<file path="src/rtl/sys_cmd_pkg.sv">
// Shared constants for the UART command-frame decoder: frame opcodes,
// FSM state encoding, ALU function codes and a state-class helper.
package sys_cmd_pkg;

  // Frame opcodes (first byte of every frame)
  localparam logic [7:0] CMD_RF_WR   = 8'hAA;
  localparam logic [7:0] CMD_RF_RD   = 8'hBB;
  localparam logic [7:0] CMD_ALU_OP  = 8'hCC;
  localparam logic [7:0] CMD_ALU_NOP = 8'hDD;

  // FSM state encoding
  localparam logic [3:0] ST_IDLE     = 4'd0;
  localparam logic [3:0] ST_WR_ADDR  = 4'd1;
  localparam logic [3:0] ST_WR_DATA  = 4'd2;
  localparam logic [3:0] ST_RD_ADDR  = 4'd3;
  localparam logic [3:0] ST_RD_WAIT  = 4'd4;
  localparam logic [3:0] ST_OP_A     = 4'd5;
  localparam logic [3:0] ST_OP_B     = 4'd6;
  localparam logic [3:0] ST_FUN      = 4'd7;
  localparam logic [3:0] ST_ALU_WAIT = 4'd8;
  localparam logic [3:0] ST_TX_PUSH  = 4'd9;

  // ALU function codes understood by the downstream ALU
  localparam logic [3:0] ALU_ADD  = 4'd0;
  localparam logic [3:0] ALU_SUB  = 4'd1;
  localparam logic [3:0] ALU_MUL  = 4'd2;
  localparam logic [3:0] ALU_DIV  = 4'd3;
  localparam logic [3:0] ALU_AND  = 4'd4;
  localparam logic [3:0] ALU_OR   = 4'd5;
  localparam logic [3:0] ALU_NAND = 4'd6;
  localparam logic [3:0] ALU_NOR  = 4'd7;

  // True for states that are still collecting frame bytes; only these
  // states react to RX errors and the inter-byte timeout.
  function automatic logic is_frame_state(input logic [3:0] st);
    logic r;
    case (st)
      ST_WR_ADDR, ST_WR_DATA, ST_RD_ADDR,
      ST_OP_A, ST_OP_B, ST_FUN: r = 1'b1;
      default:                  r = 1'b0;
    endcase
    return r;
  endfunction

endpackage

</file>
<file path="src/rtl/cmd_frame_timer.sv">
// Inter-byte timeout counter for the command decoder.
// Compiled only when CMD_TIMEOUT_EN is defined.
`ifdef CMD_TIMEOUT_EN
module cmd_frame_timer #(
  parameter int CYCLES = 4096
) (
  input  logic clk,
  input  logic rst,
  input  logic load,
  input  logic count_en,
  output logic expired
);

  localparam int CW = $clog2(CYCLES + 1);

  logic [CW-1:0] cnt;

  // Restart on every accepted byte, advance while a frame is being collected
  always_ff @(posedge clk or posedge rst) begin
    if (rst) begin
      cnt <= '0;
    end else if (load) begin
      cnt <= '0;
    end else if (count_en) begin
      cnt <= cnt + CW'(1);
    end else begin
      cnt <= cnt;
    end
  end

  // Fires in the last idle cycle of the window; a byte arriving in that
  // same cycle wins over the timeout.
  always_comb begin
    expired = count_en && !load && (cnt == CW'(CYCLES - 1));
  end

endmodule
`endif

</file>
<file path="src/rtl/sys_cmd_decoder.sv">
// Command-frame decoder: parses AA/BB/CC/DD frames from the UART receiver,
// drives register-file and ALU strobes, and pushes read/ALU results into
// the TX FIFO. Single clock domain (REF clock).
// Optional feature macro: CMD_TIMEOUT_EN (inter-byte frame timeout).
module sys_cmd_decoder
  import sys_cmd_pkg::*;
#(
  parameter int Data_width     = 8,
  parameter int Address_width  = 4,
  parameter int TIMEOUT_CYCLES = 4096
) (
  input  logic                     CLK,
  input  logic                     RST,
  input  logic [Data_width-1:0]    RX_P_DATA,
  input  logic                     RX_D_VLD,
  input  logic                     RX_ERR,
  output logic                     RF_WR_EN,
  output logic                     RF_RD_EN,
  output logic [Address_width-1:0] RF_ADDR,
  output logic [Data_width-1:0]    RF_WR_DATA,
  input  logic [Data_width-1:0]    RF_RD_DATA,
  input  logic                     RF_RD_DATA_VLD,
  output logic                     ALU_EN,
  output logic [3:0]               ALU_FUN,
  output logic                     CLK_GATE_EN,
  input  logic [Data_width-1:0]    ALU_OUT,
  input  logic                     ALU_OUT_VLD,
  output logic [Data_width-1:0]    TX_WR_DATA,
  output logic                     TX_WR_EN,
  input  logic                     TX_FULL,
  output logic                     BUSY
);

  logic [3:0]               state;
  logic [3:0]               state_nxt;
  logic [Address_width-1:0] wr_addr;
  logic                     byte_ok;
  logic                     byte_err;
  logic                     in_frame;
  logic                     timeout;
  logic [7:0]               opcode;

  assign byte_ok  = RX_D_VLD & ~RX_ERR;
  assign byte_err = RX_D_VLD &  RX_ERR;
  assign in_frame = is_frame_state(state);
  assign opcode   = RX_P_DATA[7:0];

`ifdef CMD_TIMEOUT_EN
  cmd_frame_timer #(
    .CYCLES   (TIMEOUT_CYCLES)
  ) u_timer (
    .clk      (CLK),
    .rst      (RST),
    .load     (byte_ok),
    .count_en (in_frame),
    .expired  (timeout)
  );
`else
  // Constant false: frames wait indefinitely for their next byte.
  assign timeout = (TIMEOUT_CYCLES < 0);
`endif

  // Next-state decode; errors and timeouts only abort byte-collecting states
  always_comb begin
    state_nxt = state;
    if (in_frame && (byte_err || timeout)) begin
      state_nxt = ST_IDLE;
    end else begin
      case (state)
        ST_IDLE: begin
          if (byte_ok) begin
            case (opcode)
              CMD_RF_WR:   state_nxt = ST_WR_ADDR;
              CMD_RF_RD:   state_nxt = ST_RD_ADDR;
              CMD_ALU_OP:  state_nxt = ST_OP_A;
              CMD_ALU_NOP: state_nxt = ST_FUN;
              default:     state_nxt = ST_IDLE;
            endcase
          end else begin
            state_nxt = ST_IDLE;
          end
        end
        ST_WR_ADDR:  state_nxt = byte_ok        ? ST_WR_DATA  : state;
        ST_WR_DATA:  state_nxt = byte_ok        ? ST_IDLE     : state;
        ST_RD_ADDR:  state_nxt = byte_ok        ? ST_RD_WAIT  : state;
        ST_RD_WAIT:  state_nxt = RF_RD_DATA_VLD ? ST_TX_PUSH  : state;
        ST_OP_A:     state_nxt = byte_ok        ? ST_OP_B     : state;
        ST_OP_B:     state_nxt = byte_ok        ? ST_FUN      : state;
        ST_FUN:      state_nxt = byte_ok        ? ST_ALU_WAIT : state;
        ST_ALU_WAIT: state_nxt = ALU_OUT_VLD    ? ST_TX_PUSH  : state;
        ST_TX_PUSH:  state_nxt = !TX_FULL       ? ST_IDLE     : state;
        default:     state_nxt = ST_IDLE;
      endcase
    end
  end

  // State and busy flag registers
  always_ff @(posedge CLK or posedge RST) begin
    if (RST) begin
      state <= ST_IDLE;
      BUSY  <= 1'b0;
    end else begin
      state <= state_nxt;
      BUSY  <= (state_nxt != ST_IDLE);
    end
  end

  // Datapath and strobes. byte_ok never coincides with an abort, so keying
  // side effects on byte_ok keeps aborted frames free of RF/ALU activity.
  always_ff @(posedge CLK or posedge RST) begin
    if (RST) begin
      RF_WR_EN    <= 1'b0;
      RF_RD_EN    <= 1'b0;
      RF_ADDR     <= '0;
      RF_WR_DATA  <= '0;
      ALU_EN      <= 1'b0;
      CLK_GATE_EN <= 1'b0;
      ALU_FUN     <= 4'd0;
      TX_WR_DATA  <= '0;
      TX_WR_EN    <= 1'b0;
      wr_addr     <= '0;
    end else begin
      RF_WR_EN <= 1'b0;
      RF_RD_EN <= 1'b0;
      TX_WR_EN <= 1'b0;
      case (state)
        ST_WR_ADDR: begin
          if (byte_ok) wr_addr <= RX_P_DATA[Address_width-1:0];
        end
        ST_WR_DATA: begin
          if (byte_ok) begin
            RF_WR_EN   <= 1'b1;
            RF_ADDR    <= wr_addr;
            RF_WR_DATA <= RX_P_DATA;
          end
        end
        ST_RD_ADDR: begin
          if (byte_ok) begin
            RF_RD_EN <= 1'b1;
            RF_ADDR  <= RX_P_DATA[Address_width-1:0];
          end
        end
        ST_RD_WAIT: begin
          if (RF_RD_DATA_VLD) TX_WR_DATA <= RF_RD_DATA;
        end
        ST_OP_A: begin
          if (byte_ok) begin
            RF_WR_EN   <= 1'b1;
            RF_ADDR    <= Address_width'(0);
            RF_WR_DATA <= RX_P_DATA;
          end
        end
        ST_OP_B: begin
          if (byte_ok) begin
            RF_WR_EN   <= 1'b1;
            RF_ADDR    <= Address_width'(1);
            RF_WR_DATA <= RX_P_DATA;
          end
        end
        ST_FUN: begin
          if (byte_ok) begin
            ALU_FUN     <= RX_P_DATA[3:0];
            ALU_EN      <= 1'b1;
            CLK_GATE_EN <= 1'b1;
          end
        end
        ST_ALU_WAIT: begin
          if (ALU_OUT_VLD) begin
            TX_WR_DATA  <= ALU_OUT;
            ALU_EN      <= 1'b0;
            CLK_GATE_EN <= 1'b0;
          end
        end
        ST_TX_PUSH: begin
          if (!TX_FULL) TX_WR_EN <= 1'b1;
        end
        default: begin
          wr_addr <= wr_addr;
        end
      endcase
    end
  end

endmodule

</file>
<file path="config.mk">
export PLATFORM = sky130hd
export DESIGN_NAME = sys_cmd_decoder
export DESIGN_NICKNAME = d
export VERILOG_FILES = /design/src/rtl/sys_cmd_pkg.sv /design/src/rtl/cmd_frame_timer.sv /design/src/rtl/sys_cmd_decoder.sv
export SDC_FILE = /design/constraint.sdc
export NUM_CORES = 1
export LEC_CHECK = 0
export ABC_AREA = 1
export BUFFER_PORTS_ARGS = -buffer_cell sky130_fd_sc_hd__buf_4
export CAP_MARGIN = 0
export CELL_PAD_IN_SITES_DETAIL_PLACEMENT = 0
export CELL_PAD_IN_SITES_GLOBAL_PLACEMENT = 1
export CORE_ASPECT_RATIO = 1.1
export CORE_UTILIZATION = 38
export CTS_CLUSTER_SIZE = 20
export DETAILED_ROUTE_END_ITERATION = 8
export GPL_TIMING_DRIVEN = 0
export PLACE_DENSITY_LB_ADDON = 0.1
export SETUP_SLACK_MARGIN = 0.3
export SYNTH_ARGS = -nofsm -noshare
export SYNTH_HDL_FRONTEND = slang
export SYNTH_SLANG_ARGS = --single-unit
</file>
<file path="constraint.sdc">
create_clock -name CLK -period 3.2 [get_ports CLK]
set_input_delay 0 -clock CLK [delete_from_list [all_inputs] [get_ports CLK]]
set_output_delay 0 -clock CLK [all_outputs]
set_load 0.02 [all_outputs]
</file>
; ---- Word level (Yosys, flattened, before mapping)
; Index checks and enable logic that the tools add are counted.
[classes]
n_eq_ne = 20
muxes = 30
n_bitwise = 3
n_reduce_logical = 14
[ops]
columns = operator, count
row1 = $mux W4, 15
row2 = $pmux W4 S10, 1
row3 = $eq A8 B8 Y1 const B, 4
row4 = $eq A4 B3 Y1 const B, 4
row5 = $mux W8, 2
row6 = $pmux W4 S4, 1
row7 = $pmux W8 S2, 1
row8 = $ne A2 B2 Y1 const B, 7
row9 = $pmux W3 S4, 1
row10 = $eq A4 B2 Y1 const B, 2
row11 = $eq A4 B4 Y1 const B, 2
row12 = $mux W1, 8
row13 = $reduce_bool A4 Y1, 2
row14 = $reduce_and A2 Y1, 3
row15 = $reduce_and A3 Y1, 2
row16 = $reduce_or A6 Y1, 1
row17 = $reduce_and A5 Y1, 1
row18 = $eq A4 B1 Y1 const B, 1
row19 = $logic_not A4 Y1, 1
row20 = $reduce_bool A2 Y1, 2
row21 = $reduce_or A3 Y1, 1
row22 = $and A1 B1 Y1, 2
row23 = $pmux W1 S2, 1
row24 = $logic_and A1 B1 Y1, 1
row25 = $not A1 Y1, 1
[totals]
register_bits = 37
input_bits = 31
out_inout_bits = 30
wordCells = 78

; ---- Depth between registers and ports, before layout
; Gate-level depths: netlist (run 1).
[logic_depth]
word_depth = 6
ltp_mapped = 10
depth_no_buf = 10

; ---- Worst setup path before layout (run 1)
; OpenSTA, ideal clock, no wires.
[synth_path]
path_kind = register to register
from = register state[1]
to = register TX_WR_DATA[0]
setup_ps = 82
t_arrival_ps = 1225
required_time_ps = 3118
setup_slack_ps = 1893
path_stages_with_launch = 8
path_buffers = 2
period_less_slack_ps = 1307
path_cell_list = dfrtp_1 -> buf_2 -> nor2_2 -> nand3_2 -> nand2_4 -> buf_6 -> nor2_1 -> a31oi_1
[synth_via]
elab_chain_cells = 3
word_cells_on_any_way = 7
classes_between = 4 x eq/ne / 1 x mux / 2 x reduce/logical
[synth_rtl]
columns = item, line_no
row1 = start: declaration, sys_cmd_decoder.sv:34  ; logic [3:0] state;
row2 = start signal: assignment, sys_cmd_decoder.sv:103  ; state <= state_nxt;
row3 = $eq A4 B3 Y1 / $eq A4 B4 Y1 (equally long branches), sys_cmd_decoder.sv:126  ; case (state)
row4 = $ne A2 B2 Y1 (no source line) / $reduce_bool A2 Y1 (equally long branches), n/a
row5 = $reduce_and A3 Y1 (no source line), n/a
row6 = end signal: assignment, sys_cmd_decoder.sv:119  ; TX_WR_DATA <= '0;
row7 = end signal: assignment, sys_cmd_decoder.sv:144  ; if (RF_RD_DATA_VLD) TX_WR_DATA <= RF_RD_DATA;
row8 = end signal: assignment, sys_cmd_decoder.sv:169  ; TX_WR_DATA <= ALU_OUT;
row9 = end: declaration, sys_cmd_decoder.sv:28  ; output logic [Data_width-1:0] TX_WR_DATA,
; Several ways; a longest one is shown, not always the timed one.
; A chain may end at the register's enable or synchronous reset.

; ---- Final worst setup path (run 1)
[layout_path]
from = register state[1]
to = register TX_WR_DATA[7]
; The elaborated chain is that of the path after synthesis.

==> results of run 1 <==
per-layer routing:
layer	wire length (microns)	GRT usage, %	part of all wire (%)
met3	266	4.85	6.0
met4	55	5.56	1.2
met5	0	0	0
met1	2040	24.2	46
met2	2050	30.7	46
cell type report:
type	count	area [sq um]	share of cell area, %
Sequential cell	37	926	36.1
Multi-Input combinational cell	159	776	30.2
Buffer	6	38.8	1.51
Inverter	22	82.6	3.22
Timing Repair Buffer	74	591	23.0
Clock buffer	6	72.6	2.83
Tap cell	56	70.1	2.73
Clock inverter	2	10.0	0.390
synthesized netlist by cell type, drive strengths merged:
cell | count | share of area [%]
nor3 | 3 | 0.82
o21ai | 18 | 5.6
dfrtp | 37 | 51
inv | 22 | 4.5
nor2 | 37 | 9.0
nand3 | 21 | 6.6
nand3b | 1 | 0.41
buf | 6 | 2.1
nand2 | 60 | 13
a31oi | 12 | 4.1
a21oi | 7 | 2.7
final timing paths:
check	from	to	slack [ps]	depth (start not counted)
max	state[1]$_DFF_PP0_	TX_WR_DATA[7]$_DFFE_PP0P_	1150	7
min	ALU_OUT[6]	TX_WR_DATA[6]$_DFFE_PP0P_	-2	3
max reg2reg	state[1]$_DFF_PP0_	TX_WR_DATA[7]$_DFFE_PP0P_	1150	7
min reg2reg	RF_WR_DATA[4]$_DFFE_PP0P_	RF_WR_DATA[4]$_DFFE_PP0P_	490	2
max in group asynchronous	RST	TX_WR_DATA[6]$_DFFE_PP0P_	2280	3
min in group asynchronous	RST	ALU_FUN[1]$_DFFE_PP0P_	420	3
through the flow:
step	utilization [%]	cells	total power [mW]	area [sq um]	hold WS, ps
6_report	55.6	362	2.00	2570	-2.21
2_1_floorplan	-	224	1.33	1820	66.4
5_1_grt	55.6	362	2.15	2570	14.3
3_3_place_gp	50.7	340	1.66	2340	163
4_1_cts	55.6	362	2.02	2570	0.159
3_5_place_dp	50.7	340	1.67	2340	165
cells by family (layout without fill, tap and decap cells):
| family | count (synthesis) | in the layout | share of synthesized area (%) |
|---|---|---|---|
| buf+inv | 28 | 110 | 6.66 |
| simple gates | 122 | 122 | 30.1 |
| flops | 37 | 37 | 50.8 |
| compound gates | 37 | 37 | 12.4 |
flip-flops by register name, summed over array words and instances (netlist names):
| name | cells |
|---|---|
| state | 4 |
| BUSY | 1 |
| RF_RD_EN | 1 |
| RF_ADDR | 4 |
| TX_WR_EN | 1 |
| RF_WR_EN | 1 |
| ALU_FUN | 4 |
| TX_WR_DATA | 8 |
| CLK_GATE_EN | 1 |
| wr_addr | 4 |
| RF_WR_DATA | 8 |
worst register-to-register path: stages (launching register included):
cell           delay, ps
dfrtp_1              360
buf_2                180
nor2_2               250
buf_2                270
nand2_2              160
nand2_1               90
a31oi_1               80
dlygate4sd3_1        560
where the power goes:
part	internal, mW	switching, mW	total (mW)
registers	0.634	0.101	0.735
logic	0.404	0.548	0.952
clock network	0.151	0.161	0.312
total	1.19	0.810	2.00
==> flow_summary_export.csv, run 1 <==
group,metric,value,unit
sta,worst_hold_slack,-2.21,ps
sta,slew_viol_final,0,
placement,numPortBuffers,60,
pwr,peakVddDrop,0.000385,V
setup_path,critPathSlowestCell,"dlygate4sd3_1",
setup_path,cp.required,3370,ps
routing,drt_pass1_iterations,4,
sta,max_freq,0.487,GHz
routing,drc,0,
sta,finalCritPeriodShare,64.1,%
layout,final_common_cell,"buf_4",
yosys,ys_ff_latch,37,
global_routing,grt_antenna_before_repair,0,
clocking,hold_buffers,14,
clocking,clk_pin_slew,70,ps
floorplanning,die_w,68.0,microns
global_routing,grt_pass1_wl,7090,microns
floorplanning,ioPinCount,61,
sta,setup_viol,0,
placement,place_ws,1680,ps
run_status,failed_checks,"negative hold slack",
min_path,min_path_type,"in2reg",
setup_path,arrival,2220,ps
floorplanning,start_util,39.5,%
sta,fin_crit,2050,ps
global_routing,grt_use_total,18.7,%
layout,antenna_cells,0,
sta,finalHoldViolations,1,
setup_path,criticalPathCategory,"reg2reg",
pwr,p_per_area,779,mW/mm^2
setup_path,crit_family,"buffers and inverters",
yosys,yosys_warnings,0,
sta,finClkSkew,2.36,ps
placement,place_congestion,0.823,
sta,final.setup.tns,0,ps
global_routing,grt-ovfl-total,0,
routing,vias,1761,
routing,routedWlPerCell,12.2,microns
routing,ant_nets,0,
layout,area_growth,40.8,%
setup_path,slowest_delay,560,ps
yosys,synth_fp_nets,255,
pwr,p_leak,1.36,nW
routing,viasPerCell,4.86,
global_routing,grt_max_degree,38,
sta,rsz0062_at_grt,"no",
setup_path,cp-end-kind,"flip-flop",
layout,fin_nets,336,
run,cap_violations,0,
floorplanning,row_count,26,
setup_path,crit_buf_inv,3,
clocking,clockBufferDepth,2,
yosys,ys_types,22,
layout,mostFrequentLayoutCells,"61 x buf_4, 55 x nand2_1, 37 x dfrtp_1, 29 x nor2_1, 18 x nand3_1",
yosys,syn_inst,224,
clocking,cts_tree,"done",
setup_path,cp-start-kind,"flip-flop",
placement,dp_hpwl,3160,microns
setup_path,critical_path.max_fanout,10,
clocking,cts_resized,0,
sta,relSlewSlack,47.5,%
clocking,htreeDepth,2,
floorplanning,coreArea,0.00462,sq mm
routing,routed_wirelength,4410,microns
setup_path,path_cells,"buf_2 > nor2_2 > buf_2 > nand2_2 > nand2_1 > a31oi_1 > dlygate4sd3_1",
layout,drive_above_1_share,32.7,%
setup_path,crit_path_frequent_cell,"buf_2",
sta,fin_ws,1150,ps
layout,nFillCells,454,
sta,worst_slew_pin_slew,786,ps
yosys,syn_area,0.00182,sq mm
run_status,status,"finished with violations",
floorplanning,dieArea,0.00508,sq mm
global_routing,grt_pass1_vias,1559,
routing,drt_iter0_drc,89,
clocking,root_buffer,"clkbuf_8",
floorplanning,die_h,74.6,microns
clocking,postCtsSetupBuffers,0,
yosys,seq_area_frac_synth,50.8,%
yosys,synth.avg_cell_area,8.14,sq um
clocking,cts_sinks,37,
clocking,insertion_delay,290,ps
clocking,cts_buffers,5,
No activity file was read; power rests on OpenSTA's default activity.
==> run 2: changes to the inputs <==
- CORE_UTILIZATION: 38 -> 32
- clock period: 3.2 -> 1.8 ns (I/O delays scaled with it)
==> run 2 against run 1 <==
The flow now finishes without violations. Hold slack improved by 9.4 ps. Via count is 0.34% higher. Sequential power increased by 80%. Clock-buffer cell count shrank 1. Combinational power increased by 100%. Critical path depth grew 2. Clock power increased by 90%. Flip-flop and latch count unchanged. First-iteration DRC count decreased by 25%. Non-clock buffer count grew 12. Register-to-register slack worse by 790 ps. Critical endpoint is now RF_ADDR[0]$_DFFE_PP0P_.
==> flow_summary_export.csv, run 2 (synthesis gave the netlist of run 1 again) <==
group,metric,value,unit
clocking,clockBufferDepth,2,
global_routing,grt_antenna_before_repair,0,
setup_path,slowest_delay,450,ps
routing,viasPerCell,4.50,
pwr,p_leak,1.44,nW
layout,fin_util,51.6,%
setup_path,r2r_cells,9,
routing,drc,0,
pwr,power.share.combinational,50.4,%
layout,antenna_cells,0,
min_path,whs_endpoint,"TX_WR_DATA[3]$_DFFE_PP0P_",
floorplanning,row_count,28,
setup_path,critical_path.max_fanout,7,
floorplanning,ioPinCount,61,
setup_path,rrSetupSlack,360,ps
run_status,status,"finished clean",
routing,routed_wirelength,4840,microns
pwr,clkPwrFrac,15.4,%
layout,largestRegisters,"RF_WR_DATA (8), TX_WR_DATA (8)",
layout,nFillCells,541,
setup_path,criticalPathCategory,"reg2reg",
floorplanning,coreArea,0.00543,sq mm
min_path,min_path_type,"in2reg",
clocking,cts_buffers,5,
sta,slew_viol_final,0,
global_routing,grt_max_degree,38,
sta,setup_viol,0,
global_routing,grt-ovfl-total,0,
placement,numPortBuffers,60,
clocking,cts_tree,"done",
routing,ant_nets,0,
routing,routedWlPerCell,12.3,microns
run,cap_violations,0,
layout,area_growth,53.7,%
setup_path,critPathSlowestCell,"dfrtp_2",
sta,finalCritPeriodShare,79.9,%
routing,drt_iter0_drc,67,
clocking,cts_sinks,37,
global_routing,grt_pass1_vias,1623,
routing,dr_wl_met3,281,microns
routing,top_layer_used,"met4",
pwr,p_switching,1.59,mW
setup_path,cp-start-kind,"flip-flop",
pwr,netSwitchingFraction,41.3,%
routing,vias,1767,
setup_path,crit_buf_inv,2,
layout,drive_above_1_share,39.0,%
global_routing,grt_pass1_wl,7580,microns
setup_path,path_cells,"buf_4 > nor2_4 > nand2_1 > nand2_2 > nand2_4 > o21ai_4 > buf_12 > nor2_2 > a21oi_2",
floorplanning,die_h,81.2,microns
clocking,clk_pin_slew,80,ps
floorplanning,die_w,74.0,microns
sta,fin_crit,1440,ps
clocking,insertion_delay,290,ps
clocking,htreeDepth,2,
clocking,root_buffer,"clkbuf_8",
setup_path,crit_family,"flip-flops",
layout,final_common_cell,"buf_4",
sta,relSlewSlack,48.0,%
setup_path,cp.required,2020,ps
global_routing,grt_use_total,16.6,%
floorplanning,start_util,33.6,%
sta,finalHoldViolations,0,
routing,wl_met2,2310,microns
sta,final.setup.tns,0,ps
layout,mostFrequentLayoutCells,"72 x buf_4, 52 x nand2_1, 34 x dfrtp_1, 27 x nor2_1",
pwr,seqPwrFrac,34.3,%
sta,rsz0062_at_grt,"yes",
routing,drt_pass1_iterations,4,
min_path,hold_depth,3,
setup_path,r2r-end,"RF_ADDR[0]$_DFFE_PP0P_",
sta,fin_ws,361,ps
layout,fin_nets,348,
placement,dp_hpwl,3470,microns
sta,finClkSkew,10.6,ps
min_path,worstHoldStart,"ALU_OUT[3]",
setup_path,reg2reg_from,"state[0]$_DFF_PP0_",
pwr,p_per_area,1370,mW/mm^2
routing,met1_length,2200,microns
sta,max_freq,0.695,GHz
pwr,internal_power,2.26,mW
setup_path,cp-end-kind,"flip-flop",
setup_path,arrival,1660,ps
floorplanning,dieArea,0.00600,sq mm
pwr,peakVddDrop,0.000534,V
placement,place_congestion,0.783,
sta,worst_slew_pin_slew,779,ps
placement,place_ws,280,ps
run 2: metal layers:
metal  track usage [%]  vias up
met5                 0        -
met4              5.19        0
met3              3.35        7
met2              28.2       52
met1              21.0      799
li1                  -      909
run 2: how the worst max path moves through the flow:
stage                                  start                   endpoint  slack (ps)  depth (start not counted)
after floorplan           state[1]$_DFF_PP0_  TX_WR_DATA[0]$_DFFE_PP0P_         490                          7
after global placement    state[1]$_DFF_PP0_  TX_WR_DATA[4]$_DFFE_PP0P_         270                          6
after detailed placement  state[1]$_DFF_PP0_  TX_WR_DATA[5]$_DFFE_PP0P_         280                          6
after CTS                 state[1]$_DFF_PP0_  TX_WR_DATA[0]$_DFFE_PP0P_         300                          7
after global routing      state[0]$_DFF_PP0_     RF_ADDR[3]$_DFFE_PP0P_         270                          9
final                     state[0]$_DFF_PP0_     RF_ADDR[0]$_DFFE_PP0P_         360                          9
run 2: power by group through the flow:
stage / logic [mW] / registers (mW) / clock network (mW)
6_report: 1.94 / 1.32 / 0.592
5_1_grt: 2.12 / 1.36 / 0.641
4_1_cts: 1.71 / 1.31 / 0.608
3_5_place_dp: 1.67 / 1.33 / 0
3_3_place_gp: 1.66 / 1.32 / 0
2_1_floorplan: 0.769 / 1.59 / 0
run 2: area by class of cell:
cell class | count | area (sq um) | share of cell area, %
clock buffers | 5 | 68.8 | 2.46
multi-input cells | 159 | 843 | 30.1
inverters | 22 | 82.6 | 2.95
clock inverters | 3 | 21.3 | 0.759
repair buffers | 86 | 714 | 25.5
plain buffers | 6 | 48.8 | 1.74
flip-flops and latches | 37 | 930 | 33.2
well taps | 75 | 93.8 | 3.35
run 2: what timing repair did:
action | in CTS | in global routing
hold buffers | 16 | 0
resized for setup | 1 | 27
setup buffers | 0 | 10
setup endpoints to repair | 5 | 24
pin swaps | 0 | 10
hold endpoints to repair | 49 | 0
run 2: through the flow:
stage / hold WS [ps] / total power, mW / instance area, sq um / std cells
floorplan: 66.4 / 2.36 / 1820 / 224
global placement: 165 / 2.98 / 2370 / 359
detailed placement: 175 / 3.00 / 2370 / 359
CTS: 3.67 / 3.63 / 2620 / 383
global route: 14.3 / 4.12 / 2800 / 393
finish: 7.17 / 3.85 / 2800 / 393
run 2: worst reg2reg max path, stage by stage (launching register included):
cell	delay, ps
dfrtp_2	450
buf_4	160
nor2_4	120
nand2_1	80
nand2_2	90
nand2_4	90
o21ai_4	110
buf_12	150
nor2_2	40
a21oi_2	80
